## config.mk

```make
export PLATFORM = sky130hd
export DESIGN_NAME = wb_copy_master
export DESIGN_NICKNAME = d
export VERILOG_FILES = /design/src/rtl/wb_copy_master.sv
export SDC_FILE = /design/constraint.sdc
export NUM_CORES = 1
export LEC_CHECK = 0
export ABC_CLOCK_PERIOD_IN_PS = 4700
export BUFFER_PORTS_ARGS = -buffer_cell sky130_fd_sc_hd__buf_2
export CORE_MARGIN = 4
export CORE_UTILIZATION = 61
export DETAILED_ROUTE_END_ITERATION = 8
export GPL_ROUTABILITY_DRIVEN = 0
export PLACE_DENSITY = 0.86
export SLEW_MARGIN = 20
export SYNTH_ARGS = -nofsm -noshare
export SYNTH_HDL_FRONTEND = slang
export SYNTH_SLANG_ARGS = --single-unit
```

## constraint.sdc

```tcl
create_clock -name clk -period 4.7 [get_ports clk]
set_clock_uncertainty 0.05 [all_clocks]
set_input_delay 0.235 -clock clk [delete_from_list [all_inputs] [get_ports clk]]
set_output_delay 0.235 -clock clk [all_outputs]
set_load 0.01 [all_outputs]
```

## src/rtl/wb_copy_master.sv

```systemverilog
// wb_copy_master: copies LEN 32-bit words from src_addr to dst_addr over a
// Wishbone B4 pipelined master port, one outstanding request at a time.
// Each word is a read (RD_REQ/RD_WAIT) followed by a write (WR_REQ/WR_WAIT).
// All bus and status outputs are registered and derived from the next state,
// so they always line up with the state register.
module wb_copy_master #(
  parameter int LEN_W   = 16,
  parameter int TIMEOUT = 255
) (
  input  logic             clk,
  input  logic             rst_n,
  input  logic             start,
  input  logic [31:0]      src_addr,
  input  logic [31:0]      dst_addr,
  input  logic [LEN_W-1:0] len,
  output logic             busy,
  output logic             done,
  output logic             error,
  output logic [LEN_W-1:0] words_done,
  output logic             wb_cyc_o,
  output logic             wb_stb_o,
  output logic             wb_we_o,
  output logic [31:0]      wb_adr_o,
  output logic [3:0]       wb_sel_o,
  output logic [31:0]      wb_dat_o,
  input  logic [31:0]      wb_dat_i,
  input  logic             wb_ack_i,
  input  logic             wb_stall_i,
  input  logic             wb_err_i
);

  typedef enum logic [2:0] {
    IDLE    = 3'd0,
    RD_REQ  = 3'd1,
    RD_WAIT = 3'd2,
    WR_REQ  = 3'd3,
    WR_WAIT = 3'd4,
    FINISH  = 3'd5
  } state_t;

  // A zero TIMEOUT disables the abort entirely.
  localparam bit          TMO_EN   = (TIMEOUT > 0);
  localparam logic [31:0] TMO_LAST = (TIMEOUT > 0) ? 32'(TIMEOUT - 1) : 32'd0;

  state_t             state_r, state_s;
  logic [31:0]        src_r, src_s;
  logic [31:0]        dst_r, dst_s;
  logic [LEN_W-1:0]   len_r, len_s;
  logic [31:0]        data_r, data_s;
  logic [31:0]        tmo_r, tmo_s;
  logic               armed_r;
  logic               tmo_hit_s;
  logic               error_s;
  logic [LEN_W-1:0]   words_s;
  logic               cyc_s, stb_s, we_s, busy_s, done_s;
  logic [31:0]        adr_s, dat_s;
  logic [3:0]         sel_s;

  // True for the states that own the bus (cyc held high).
  function automatic logic is_active(input state_t st);
    return (st == RD_REQ) || (st == RD_WAIT) || (st == WR_REQ) || (st == WR_WAIT);
  endfunction

  assign tmo_hit_s = TMO_EN && (tmo_r == TMO_LAST);

  // State register; armed_r holds the FSM still for one edge after reset release.
  always_ff @(posedge clk or negedge rst_n) begin
    if (!rst_n) begin
      state_r <= IDLE;
      armed_r <= 1'b0;
    end else begin
      state_r <= state_s;
      armed_r <= 1'b1;
    end
  end

  // Next-state, datapath updates and next values of all registered outputs.
  always_comb begin
    state_s = state_r;
    src_s   = src_r;
    dst_s   = dst_r;
    len_s   = len_r;
    data_s  = data_r;
    words_s = words_done;
    error_s = error;
    if (armed_r) begin
      case (state_r)
        IDLE: begin
          if (start) begin
            words_s = '0;
            error_s = 1'b0;
            if (len != '0) begin
              src_s   = {src_addr[31:2], 2'b00};
              dst_s   = {dst_addr[31:2], 2'b00};
              len_s   = len;
              state_s = RD_REQ;
            end else begin
              state_s = FINISH;
            end
          end else begin
            state_s = IDLE;
          end
        end
        RD_REQ: begin
          if (!wb_stall_i) begin
            state_s = RD_WAIT;
          end else if (tmo_hit_s) begin
            state_s = FINISH;
            error_s = 1'b1;
          end else begin
            state_s = RD_REQ;
          end
        end
        RD_WAIT: begin
          // err wins over a simultaneous ack
          if (wb_err_i || (!wb_ack_i && tmo_hit_s)) begin
            state_s = FINISH;
            error_s = 1'b1;
          end else if (wb_ack_i) begin
            data_s  = wb_dat_i;
            state_s = WR_REQ;
          end else begin
            state_s = RD_WAIT;
          end
        end
        WR_REQ: begin
          if (!wb_stall_i) begin
            state_s = WR_WAIT;
          end else if (tmo_hit_s) begin
            state_s = FINISH;
            error_s = 1'b1;
          end else begin
            state_s = WR_REQ;
          end
        end
        WR_WAIT: begin
          if (wb_err_i || (!wb_ack_i && tmo_hit_s)) begin
            state_s = FINISH;
            error_s = 1'b1;
          end else if (wb_ack_i) begin
            words_s = words_done + LEN_W'(1);
            src_s   = src_r + 32'd4;
            dst_s   = dst_r + 32'd4;
            state_s = ((words_done + LEN_W'(1)) == len_r) ? FINISH : RD_REQ;
          end else begin
            state_s = WR_WAIT;
          end
        end
        FINISH:  state_s = IDLE;
        default: state_s = IDLE;
      endcase
    end else begin
      state_s = state_r;
    end

    // Outputs follow the state being entered.
    cyc_s  = is_active(state_s);
    stb_s  = (state_s == RD_REQ) || (state_s == WR_REQ);
    we_s   = (state_s == WR_REQ) || (state_s == WR_WAIT);
    sel_s  = stb_s ? 4'hF : 4'h0;
    busy_s = (state_s != IDLE) && (state_s != FINISH);
    done_s = (state_s == FINISH);
    if (state_s == RD_REQ) begin
      adr_s = src_s;
    end else if (state_s == WR_REQ) begin
      adr_s = dst_s;
    end else begin
      adr_s = wb_adr_o;
    end
    if (state_s == WR_REQ) begin
      dat_s = data_s;
    end else begin
      dat_s = wb_dat_o;
    end

    // Restart the timeout count on every state change.
    if ((state_s != state_r) || !is_active(state_s)) begin
      tmo_s = 32'd0;
    end else begin
      tmo_s = tmo_r + 32'd1;
    end
  end

  // Datapath and registered output stage.
  always_ff @(posedge clk or negedge rst_n) begin
    if (!rst_n) begin
      src_r      <= 32'd0;
      dst_r      <= 32'd0;
      len_r      <= '0;
      data_r     <= 32'd0;
      tmo_r      <= 32'd0;
      words_done <= '0;
      error      <= 1'b0;
      busy       <= 1'b0;
      done       <= 1'b0;
      wb_cyc_o   <= 1'b0;
      wb_stb_o   <= 1'b0;
      wb_we_o    <= 1'b0;
      wb_adr_o   <= 32'd0;
      wb_sel_o   <= 4'h0;
      wb_dat_o   <= 32'd0;
    end else begin
      src_r      <= src_s;
      dst_r      <= dst_s;
      len_r      <= len_s;
      data_r     <= data_s;
      tmo_r      <= tmo_s;
      words_done <= words_s;
      error      <= error_s;
      busy       <= busy_s;
      done       <= done_s;
      wb_cyc_o   <= cyc_s;
      wb_stb_o   <= stb_s;
      wb_we_o    <= we_s;
      wb_adr_o   <= adr_s;
      wb_sel_o   <= sel_s;
      wb_dat_o   <= dat_s;
    end
  end

endmodule

```

==> flow_summary.rst, run 1 <==
.. list-table::
   :header-rows: 1

   * - Metric
     - Value
   * - Distinct cells, synth
     - 70
   * - Clk Latency, worst-skew pair
     - 550 ps
   * - Syn_area_per_cell
     - 9.87 sq um
   * - Max Root-Sink Buffers
     - 3
   * - Sequential area share after synthesis
     - 47.9%
   * - Number of levels in the clock H-tree
     - 1
   * - Setup slack, reg-to-reg
     - 530 ps
   * - Combined flip-flop and latch cell area
     - 0.00586 sq mm
   * - Unrepaired setup endpoints after global routing
     - no
   * - Area used by multi-input combinational logic
     - 0.00601 sq mm
   * - Setup TNS
     - 0 ps
   * - Peak clock frequency supported by timing
     - 240 MHz
   * - IR drop worst, VDD
     - 0.511 mV
   * - Ranking of synthesized cells by instance count
     - dfrtp_1, nand2_1, nor2_1, o21ai_0, mux2_2
   * - Fill cell total of the finished layout
     - 1157
   * - Number of warning messages in the yosys log
     - 0
   * - End point of the critical path
     - wb_adr_o[9]$_DFFE_PN0P_
   * - Fraction of layout instances using a drive strength above 1
     - 25.5%
   * - Worst Max-Slew Pin Slew
     - 1130 ps
   * - Top flip-flop cell by instance count after synthesis
     - dfrtp_1
   * - Final setup violation count
     - 0
   * - Top-level I/O count
     - 208
   * - Count of final hold-check violations
     - 0
   * - Crit Reg-Reg Endpoint
     - wb_adr_o[9]$_DFFE_PN0P_
   * - Final Max Slew Viols
     - 0
   * - DP HPWL
     - 22800 microns
   * - Count of mapped cells out of synthesis
     - 1240
   * - Number of clock buffers inserted by TritonCTS
     - 25
   * - Crit Path Max Fanout
     - 28
   * - Bufs and invs on worst path
     - 1
   * - Cells taking the most area after synthesis
     - dfrtp_1, mux2_2, nand2_1
   * - Antenna violations before repair
     - 5
   * - All-Layer GR Usage
     - 33.6%
   * - Post-layout min period
     - 4170 ps
   * - Final global-route overflow total
     - 0
   * - Vertical die dimension
     - 150 microns
   * - Share of the clock period used by the worst path after layout
     - 88.8%
   * - Number of rows in the core area
     - 51
   * - Area of the core
     - 0.0196 sq mm
   * - Arrival time at the worst endpoint
     - 4550 ps
   * - Static Leak
     - 0.00704 uW
   * - Die ar.
     - 0.0224 sq mm
   * - Number of post-CTS setup repair buffers
     - 0
   * - Worst hold path type
     - input port to register
   * - CP max stage delay
     - 850 ps
   * - Post-DR vias/cell
     - 6.37
   * - Crit path max-delay family
     - simple AND/OR/NAND/NOR gates
   * - Power per standard cell area
     - 602 mW/mm^2
   * - FF-to-FF Start
     - words_done[0]$_DFFE_PN0P_
   * - Cells along the critical path
     - ha_1, nand4_1, nor4_1, nand2_1, o21ai_0, or4_4, o31ai_4, buf_4, nor2_4, mux2_2
   * - Launch point of the worst path
     - words_done[0]$_DFFE_PN0P_
   * - Clock transition time at the flip-flop clock pins of the worst setup and hold paths
     - 70 ps
   * - Biggest area consumer among synthesized cells
     - dfrtp_1
   * - CP Data Required Time
     - 5070 ps
   * - Average wire length per cell after detail routing
     - 21.2 microns
   * - Count of input and output buffers
     - 203
   * - Total stage count of the critical path
     - 10
   * - Initial core utilization
     - 62.4%
   * - Seq cells post-synth
     - 234
   * - Minimum setup slack in the final design
     - 528 ps
   * - Number of global-route vias before repair
     - 11539
   * - Clock sink total
     - 234
   * - Outcome
     - finished clean
   * - Layout net count
     - 1640
   * - Post-synth top area share
     - 47.9%
   * - Post-Route WL
     - 38300 microns
   * - CP Launch Type
     - register
   * - Global-route wire length before repair
     - 59700 microns
   * - Most frequent cell after synthesis
     - dfrtp_1
   * - TritonCTS clock tree
     - built
   * - Placement-stage worst setup slack
     - 764 ps
   * - Initial DRC Count
     - 1347
   * - CTS resizes
     - 0
   * - Max-cap violation count
     - 0
   * - Post-cts hold buffer count
     - 101
   * - Worst slew margin relative to its limit
     - 24.2%
   * - Proportion of synthesized flip-flops having asynchronous set or reset
     - 100%
   * - Number of cells on the worst reg-to-reg path
     - 10
   * - Crit path kind
     - register to register
   * - Width of the die
     - 150 microns
   * - Count of flip-flops with a built-in enable after synthesis
     - 0
   * - Pin count of the biggest net entering global routing
     - 126
   * - DR pass1 iterations
     - 9
   * - Vias after detailed routing
     - 11491
   * - Util after Layout
     - 78.7%
   * - Post-Layout Cell Count
     - 1805
   * - DRC violation count after routing
     - 0
   * - Root buffer selected by CTS
     - clkbuf_16
   * - Syn Nets
     - 1363
   * - Kind of end point of the critical path
     - register
   * - Antenna-violating nets left
     - 0
   * - Netlist Area Pre-Place
     - 0.0122 sq mm
   * - Growth of design area from synthesis to finish
     - 26.0%
   * - Critical-path cell with the highest stage delay
     - nor2_4
   * - Cells after DPL
     - 1653
stage by stage:
stage / total power, uW / cell area (sq um) / hold slack [ps]
6_report: 9290 / 15400 / 25.6
5_1_grt: 9740 / 15400 / 19.0
4_1_cts: 9080 / 15400 / 1.22
3_5_place_dp: 6780 / 13400 / 143
3_3_place_gp: 6610 / 13400 / 135
2_1_floorplan: 5700 / 12200 / -111
cells in the final DEF (no fill, tap or decap), types with 5 or more instances in the layout:
cell	Yosys	routed
dfrtp_1	234	234
buf_2	8	202
nand2_1	164	164
dlygate4sd3_1	0	101
nor2_1	100	98
o21ai_0	88	88
mux2_2	87	87
nand3_1	48	48
a21oi_1	31	31
xnor2_1	31	31
nor3_1	31	30
nand4_1	29	29
xor2_1	26	26
clkbuf_16	0	25
a31oi_1	23	23
and3_1	23	23
nor4_1	22	22
mux2i_1	21	21
inv_1	18	18
mux2_4	18	18
buf_4	5	17
a21o_1	15	15
o31ai_1	14	14
a22oi_1	12	12
and2_1	10	10
a221o_1	9	9
nand2b_1	8	8
and4_1	7	7
or4_1	6	6
nor2b_1	5	5
ha_1	5	5
clkinvlp_4	0	5
bufinv_16	0	5
tightest hold or removal path: stages:
cell	delay (ps)
buf_2	90
nand2_1	50
o211ai_1	180
cell families after synthesis:
| kind of cell | after synthesis | share of synthesized area, % |
|---|---|---|
| AOI/OAI and AO/OA | 241 | 12.8 |
| xor gates and xnor gates | 57 | 4.08 |
| adders and majority gates | 5 | 0.511 |
| muxes | 127 | 12.0 |
| buffers and inverters | 91 | 3.21 |
| other | 1 | 0.0307 |
| and+or+nand+nor | 484 | 19.4 |
| DFF | 234 | 47.9 |
report_power, final:
group,switching [uW],internal (uW),total [uW]
combinational,1990,1630,3620
sequential,700,2770,3470
clock,866,1330,2190
final cells by class:
class / instances / area share [%]
antenna: 4 / 0.0649
clock buffer: 29 / 4.42
clock inverter: 17 / 1.59
inverter: 18 / 0.438
multi-input combinational: 915 / 39.0
sequential: 234 / 38.0
tap: 265 / 2.15
timing repair buffer: 323 / 14.4
worst min path at each step:
stage | slack, ps | cells after the start | from | end
floorplan | -110 | 0 | rst_n | armed_r$_DFF_PN0_
global placement | 140 | 1 | rst_n | len_r[13]$_DFFE_PN0P_
detailed placement | 140 | 1 | rst_n | len_r[13]$_DFFE_PN0P_
CTS | 1 | 3 | src_addr[7] | src_r[7]$_DFF_PN0_
global route | 20 | 3 | src_addr[7] | src_r[7]$_DFF_PN0_
finish | 30 | 3 | src_addr[7] | src_r[7]$_DFF_PN0_
registers in the layout, indices dropped and copies added (netlist names), 3 cells and up:
name and count:
dst_r 32, len_r 16, state_r 3, tmo_r 32
words_done 16, wb_dat_o 32, data_r 32, src_r 32
wb_adr_o 32
routing by layer:
| layer | wire length (microns) | vias to the layer above | GRT usage [%] |
|---|---|---|---|
| li1 | - | 5031 | - |
| met1 | 14400 | 5487 | 42.9 |
| met2 | 17800 | 787 | 53.5 |
| met3 | 4020 | 184 | 8.18 |
| met4 | 2140 | 2 | 17.4 |
| met5 | 13 | - | 0 |
Note: power is estimated with default switching activity, not from simulation.
==> run 2, diff against run 1 <==
--- a/config.mk
+++ b/config.mk
@@ -7,11 +7,13 @@
 export LEC_CHECK = 0
 export ABC_CLOCK_PERIOD_IN_PS = 4700
 export BUFFER_PORTS_ARGS = -buffer_cell sky130_fd_sc_hd__buf_2
+export CELL_PAD_IN_SITES_DETAIL_PLACEMENT = 0
+export CELL_PAD_IN_SITES_GLOBAL_PLACEMENT = 1
 export CORE_MARGIN = 4
-export CORE_UTILIZATION = 61
+export CORE_UTILIZATION = 47
 export DETAILED_ROUTE_END_ITERATION = 8
 export GPL_ROUTABILITY_DRIVEN = 0
-export PLACE_DENSITY = 0.86
+export PLACE_DENSITY_LB_ADDON = 0.1
 export SLEW_MARGIN = 20
 export SYNTH_ARGS = -nofsm -noshare
 export SYNTH_HDL_FRONTEND = slang
==> run 2 against run 1 <==
Effect of this change:
- count of clock-buffer cells in the layout grew 9
- die area grew 28%
- critical path type unchanged
- largest power group unchanged
- power shrank 1.8%
- routed wire length shrank 9.1%
- design area grew 0.68%
==> flow_summary.rst, run 2 (same netlist as run 1, synthesis figures left out) <==
.. list-table::
   :header-rows: 1

   * - Metric
     - Value
   * - TritonCTS clock tree
     - built
   * - Final Max Slew Viols
     - 0 (unchanged)
   * - Vertical die dimension
     - 169 microns (+13%)
   * - Initial core utilization
     - 48.2% (-14 points)
   * - Cells along the critical path
     - ha_1, nand4_1, nor4_1, o21ai_0, or4_4, o31ai_4, nor2_4, buf_16, or3b_1
   * - Fraction of layout instances using a drive strength above 1
     - 25.8% (+0.26 points)
   * - IR drop worst, VDD
     - 0.408 mV (-20%)
   * - CP Launch Type
     - register
   * - Kind of end point of the critical path
     - register
   * - Worst slew margin relative to its limit
     - 30.9% (+6.7 points)
   * - Peak clock frequency supported by timing
     - 251 MHz (+4.5%)
   * - CP max stage delay
     - 630 ps (-220 ps)
   * - Setup TNS
     - 0 ps (unchanged)
   * - Area of the core
     - 0.0254 sq mm (+30%)
   * - Vias after detailed routing
     - 10578 (-7.9%)
   * - Util after Layout
     - 61.1% (-18 points)
   * - Global-route wire length before repair
     - 56700 microns (-5.2%)
   * - Antenna-violating nets left
     - 0 (unchanged)
   * - Static Leak
     - 0.00708 uW (+0.58%)
   * - Root buffer selected by CTS
     - clkbuf_16
   * - Post-cts hold buffer count
     - 99 (-2.0%)
   * - Average wire length per cell after detail routing
     - 18.6 microns (-12%)
   * - Critical-path cell with the highest stage delay
     - nor4_1
   * - Number of clock buffers inserted by TritonCTS
     - 27 (+8.0%)
   * - Clock sink total
     - 234 (unchanged)
   * - All-Layer GR Usage
     - 24.1% (-9.5 points)
   * - Worst Max-Slew Pin Slew
     - 1030 ps (-98.6 ps)
   * - Arrival time at the worst endpoint
     - 4370 ps (-180 ps)
   * - Antenna violations before repair
     - 0 (-5)
   * - Leading cell types in the layout, fill and taps excluded
     - dfrtp_1, buf_2, nand2_1, dlygate4sd3_1, nor2_1
   * - Width of the die
     - 169 microns (+13%)
   * - Number of global-route vias before repair
     - 10469 (-9.3%)
   * - Final worst hold slack
     - 10.7 ps (-14.8 ps)
   * - Number of diodes
     - 0 (-4)
   * - Top-level I/O count
     - 208 (unchanged)
   * - Clk Latency, worst-skew pair
     - 560 ps (about the same)
   * - Count of final hold-check violations
     - 0 (unchanged)
   * - Die ar.
     - 0.0287 sq mm (+28%)
   * - DR pass1 iterations
     - 6 (-3)
   * - Cell area after layout
     - 0.0155 sq mm (+0.68%)
   * - Crit path kind
     - register to register
   * - Post-layout min period
     - 3990 ps (-181 ps)
   * - Post-DR vias/cell
     - 5.64 (-11%)
   * - Crit Path Max Fanout
     - 15 (-46%)
   * - Growth of design area from synthesis to finish
     - 26.9%
   * - DRC violation count after routing
     - 0 (unchanged)
   * - Unrepaired setup endpoints after global routing
     - no
   * - Count of input and output buffers
     - 203 (unchanged)
   * - Max-cap violation count
     - 0 (unchanged)
   * - Number of post-CTS setup repair buffers
     - 0 (unchanged)
   * - Outcome
     - finished clean
   * - Clock transition time at the flip-flop clock pins of the worst setup and hold paths
     - 60 ps (about the same)
   * - Number of rows in the core area
     - 58 (+14%)
   * - Max Root-Sink Buffers
     - 3 (unchanged)
   * - CTS resizes
     - 0 (unchanged)
   * - Post-Route WL
     - 34900 microns (-9.1%)
   * - Final setup violation count
     - 0 (unchanged)
   * - Final global-route overflow total
     - 0 (unchanged)
   * - Pin count of the biggest net entering global routing
     - 118 (-6.3%)
   * - CP Data Required Time
     - 5080 ps (about the same)
   * - Power per standard cell area
     - 588 mW/mm^2 (-2.4%)
   * - Number of levels in the clock H-tree
     - 1 (unchanged)
   * - Most common cell after layout, fill and taps aside
     - dfrtp_1
   * - Share of the clock period used by the worst path after layout
     - 84.9% (-3.8 points)
   * - Worst hold path type
     - input port to register
   * - Initial DRC Count
     - 900 (-33%)
   * - Layout net count
     - 1646 (+0.37%)
   * - DP HPWL
     - 23500 microns (+3.1%)
   * - Placed standard-cell area
     - 0.0136 sq mm (+0.94%)
run 2: cell count changes in the layout (fill, tap and decap cells not counted), sizes merged:
cell         before  now
clkbuf           29   38
buf             222  228
diode             4    0
clkinvlp          5    2
bufinv            5    3
dlygate4sd3     101   99
clkinv            5    6
inv              20   19
run 2: power breakdown:
group	switching, uW	total [uW]	internal, uW
clock	879	2210	1330
sequential	607	3380	2770
combinational	1880	3530	1650
run 2: final cells by class:
class | count | area (sq um)
flip-flops and latches | 234 | 5860
repair buffers | 327 | 2240
well taps | 330 | 413
clock inverters | 12 | 155
inverters | 18 | 67.6
clock buffers | 38 | 787
multi-input cells | 915 | 6000
fillers | 2220 | 9880
run 2: worst paths after layout:
path | start | endpoint | slack (ps) | cells after the start
hold / removal | src_addr[12] | src_r[12]$_DFF_PN0_ | 10 | 3
min in group asynchronous | rst_n | len_r[2]$_DFFE_PN0P_ | 210 | 2
hold reg to reg | dst_r[0]$_DFF_PN0_ | dst_r[0]$_DFF_PN0_ | 440 | 1
max in group asynchronous | rst_n | wb_adr_o[11]$_DFFE_PN0P_ | 3330 | 3
setup reg to reg | words_done[0]$_DFFE_PN0P_ | busy$_DFF_PN0_ | 710 | 9
setup / recovery | words_done[0]$_DFFE_PN0P_ | busy$_DFF_PN0_ | 710 | 9
run 2: per-stage QoR:
step | setup WS (ps) | instances | power [uW]
4_1_cts | 790 | 1873 | 9150
6_report | 709 | 1874 | 9120
5_1_grt | 369 | 1874 | 9740
3_3_place_gp | 901 | 1724 | 6740
2_1_floorplan | 1570 | 1240 | 5700
3_5_place_dp | 792 | 1724 | 6830
run 2: layer usage:
metal,track usage (%),wire length (microns),vias up
li1,-,-,5064
met1,34.9,15900,5131
met2,37.9,15800,344
met3,5.15,2550,39
met4,4.48,607,0
met5,0,0,-
run 2: worst max-delay path, delay by kind of cell (launching register included):
family | cells | cell delay, ps
DFF | 1 | 530
AOI/OAI and AO/OA | 2 | 510
buffers and inverters | 1 | 210
and+or+nand+nor | 5 | 2090
adders and majority gates | 1 | 470
==> run 3, diff against run 2 <==
--- a/config.mk
+++ b/config.mk
@@ -5,12 +5,12 @@
 export SDC_FILE = /design/constraint.sdc
 export NUM_CORES = 1
 export LEC_CHECK = 0
-export ABC_CLOCK_PERIOD_IN_PS = 4700
+export ABC_CLOCK_PERIOD_IN_PS = 3600
 export BUFFER_PORTS_ARGS = -buffer_cell sky130_fd_sc_hd__buf_2
 export CELL_PAD_IN_SITES_DETAIL_PLACEMENT = 0
 export CELL_PAD_IN_SITES_GLOBAL_PLACEMENT = 1
 export CORE_MARGIN = 4
-export CORE_UTILIZATION = 47
+export CORE_UTILIZATION = 40
 export DETAILED_ROUTE_END_ITERATION = 8
 export GPL_ROUTABILITY_DRIVEN = 0
 export PLACE_DENSITY_LB_ADDON = 0.1
==> constraint.sdc (replaced) <==
create_clock -name clk -period 3.6 [get_ports clk]
set_clock_uncertainty 0.05 [all_clocks]
set_input_delay 0.18 -clock clk [delete_from_list [all_inputs] [get_ports clk]]
set_output_delay 0.18 -clock clk [all_outputs]
set_load 0.01 [all_outputs]
==> run 3 against run 2 <==
Effect of this change:
- combinational power is 34% higher
- critical path depth is 2 higher
- setup slack worse by 510 ps
- critical path type unchanged
- largest power group unchanged
- highest routed layer unchanged
==> flow_summary.rst, run 3 (same netlist as run 1, synthesis figures left out) <==
.. list-table::
   :header-rows: 1

   * - Metric
     - Value
   * - Switching share of total power
     - 36.2% (-0.70 points)
   * - All-Layer GR Usage
     - 21.7% (-2.4 points)
   * - Arrival time at the worst endpoint
     - 3780 ps (-590 ps)
   * - Crit Path Max Fanout
     - 16 (+1)
   * - Final worst hold slack
     - 15.6 ps (+4.91 ps)
   * - Pin count of the biggest net entering global routing
     - 89 (-25%)
   * - Static Leak
     - 0.00726 uW (+2.5%)
   * - Initial DRC Count
     - 714 (-21%)
   * - Share of the clock period used by the worst path after layout
     - 94.5% (+9.6 points)
   * - CP Launch Type
     - register
   * - Post-layout min period
     - 3400 ps (-588 ps)
   * - Number of levels in the clock H-tree
     - 1 (unchanged)
   * - Final Max Slew Viols
     - 0 (unchanged)
   * - Post-Layout Cell Count
     - 1967 (+5.0%)
   * - Cells along the critical path
     - ha_2, buf_4, nand3_1, o21ai_0, o211a_1, o311ai_0, or4_4, o31ai_4, nor2_4, buf_16, or3b_1
   * - TritonCTS clock tree
     - built
   * - Count of input and output buffers
     - 203 (unchanged)
   * - Clk Latency, worst-skew pair
     - 540 ps (-20 ps)
   * - Width of the die
     - 183 microns (+8.0%)
   * - Final setup violation count
     - 0 (unchanged)
   * - Clock sink total
     - 234 (unchanged)
   * - Number of global-route vias before repair
     - 10447 (-0.21%)
   * - CP max stage delay
     - 540 ps (-90 ps)
   * - Sequential cell fraction of total power
     - 36.0% (-1.1 points)
   * - Fraction of layout instances using a drive strength above 1
     - 26.9% (+1.1 points)
   * - Post-DR vias/cell
     - 5.41 (-4.2%)
   * - Kind of end point of the critical path
     - register
   * - Number of post-CTS setup repair buffers
     - 0 (unchanged)
   * - Placed standard-cell area
     - 0.0139 sq mm (+2.3%)
   * - Root buffer selected by CTS
     - clkbuf_16
   * - Clock transition time at the flip-flop clock pins of the worst setup and hold paths
     - 60 ps (about the same)
   * - Worst hold path type
     - input port to register
   * - Leading cell types in the layout, fill and taps excluded
     - dfrtp_1, buf_2, nand2_1, dlygate4sd3_1, nor2_1
   * - Power per standard cell area
     - 760 mW/mm^2 (+29%)
   * - Number of rows in the core area
     - 63 (+8.6%)
   * - Top-level I/O count
     - 208 (unchanged)
   * - CP Data Required Time
     - 3970 ps (-1110 ps)
   * - Antenna-violating nets left
     - 0 (unchanged)
   * - Final global-route overflow total
     - 0 (unchanged)
   * - DR pass1 iterations
     - 5 (-1)
   * - Vertical die dimension
     - 183 microns (+8.0%)
   * - Critical-path cell with the highest stage delay
     - or4_4
   * - Layout net count
     - 1679 (+2.0%)
   * - Antenna violations before repair
     - 0 (unchanged)
   * - Util after Layout
     - 53.3% (-7.8 points)
   * - Initial core utilization
     - 40.9% (-7.2 points)
   * - Worst slew margin relative to its limit
     - 27.6% (-3.4 points)
   * - Max Root-Sink Buffers
     - 3 (unchanged)
   * - Average wire length per cell after detail routing
     - 18.8 microns (+1.0%)
   * - Post-Route WL
     - 37000 microns (+6.0%)
   * - Internal power
     - 7720 uW (+34%)
   * - Growth of design area from synthesis to finish
     - 30.1%
   * - IR drop worst, VDD
     - 0.447 mV (+9.6%)
   * - Peak clock frequency supported by timing
     - 294 MHz (+17%)
   * - DP HPWL
     - 25400 microns (+7.9%)
   * - Area of the core
     - 0.0299 sq mm (+18%)
   * - Crit path kind
     - register to register
   * - Count of final hold-check violations
     - 0 (unchanged)
   * - Part of the total power dissipated in the clock network
     - 24.8% (+0.5 points)
   * - Most common cell after layout, fill and taps aside
     - dfrtp_1
   * - Worst Max-Slew Pin Slew
     - 1080 ps (+55.7 ps)
   * - Max-cap violation count
     - 0 (unchanged)
   * - Fill cell total of the finished layout
     - 2787 (+26%)
   * - Die ar.
     - 0.0334 sq mm (+17%)
   * - Outcome
     - finished clean
   * - Number of diodes
     - 0 (unchanged)
   * - Comb power frac
     - 39.1% (+0.4 points)
   * - Global-route wire length before repair
     - 58900 microns (+3.9%)
   * - Vias after detailed routing
     - 10640 (+0.59%)
   * - Switching Power
     - 4370 uW (+30%)
   * - Cells after DPL
     - 1811 (+5.0%)
   * - DRC violation count after routing
     - 0 (unchanged)
   * - Number of clock buffers inserted by TritonCTS
     - 27 (unchanged)
   * - Cell area after layout
     - 0.0159 sq mm (+2.5%)
-- run 3: final cells by class --
type,count,area (sq um),share of cell area [%]
Timing Repair Buffer,360,2510,15.8
Inverter,18,67.6,0.425
Multi-Input combinational cell,915,6010,37.8
Clock inverter,10,181,1.14
Clock buffer,40,795,4.99
Tap cell,390,488,3.07
Sequential cell,234,5860,36.8
-- run 3: routing by layer --
metal	global-route usage (%)	routed length [microns]	share of wire, %
met1	31.9	17200	46
met2	35.1	17400	47
met3	2.64	1740	4.7
met4	4.23	674	1.8
met5	0	0	0
-- run 3: stage by stage --
stage	TNS (ps)	setup WS [ps]	power [uW]
after global routing	-1.68	-1.68	12900
after global placement	0	112	8950
after CTS	0	132	12200
after floorplan	0	473	7440
after detailed placement	0	172	9070
final	0	197	12100
-- run 3: worst max-delay path, delay by kind of cell (launching register included) --
family	cells	cell delay (ps)
AOI/OAI and AO/OA	4	860
adders and majority gates	1	310
buffers and inverters	2	380
DFF	1	460
and+or+nand+nor	4	1210
-- run 3: power groups by stage --
stage	logic (uW)	registers (uW)	clock network [uW]
2_1_floorplan	3080	4360	0
3_3_place_gp	4590	4360	0
3_5_place_dp	4680	4390	0
4_1_cts	4800	4360	3090
5_1_grt	5220	4510	3180
6_report	4730	4360	3010
-- run 3: path summary, 6_finish.rpt --
kind                                           start             endpoint  slack (ps)  cells past startpoint
max                        words_done[1]$_DFFE_PN0P_       busy$_DFF_PN0_         200                     11
min                                     src_addr[19]  src_r[19]$_DFF_PN0_          20                      3
max reg2reg                words_done[1]$_DFFE_PN0P_       busy$_DFF_PN0_         200                     11
min reg2reg                       src_r[1]$_DFF_PN0_   src_r[1]$_DFF_PN0_         440                      1
max in group asynchronous                      rst_n  dst_r[19]$_DFF_PN0_        2340                      3
min in group asynchronous                      rst_n  tmo_r[18]$_DFF_PN0_         170                      2
-- run 3: repair_timing --
item,in CTS,in global routing
hold endpoints to repair,220,0
gates resized for setup,0,1
hold buffers,106,0
endpoints found under the setup margin,0,11
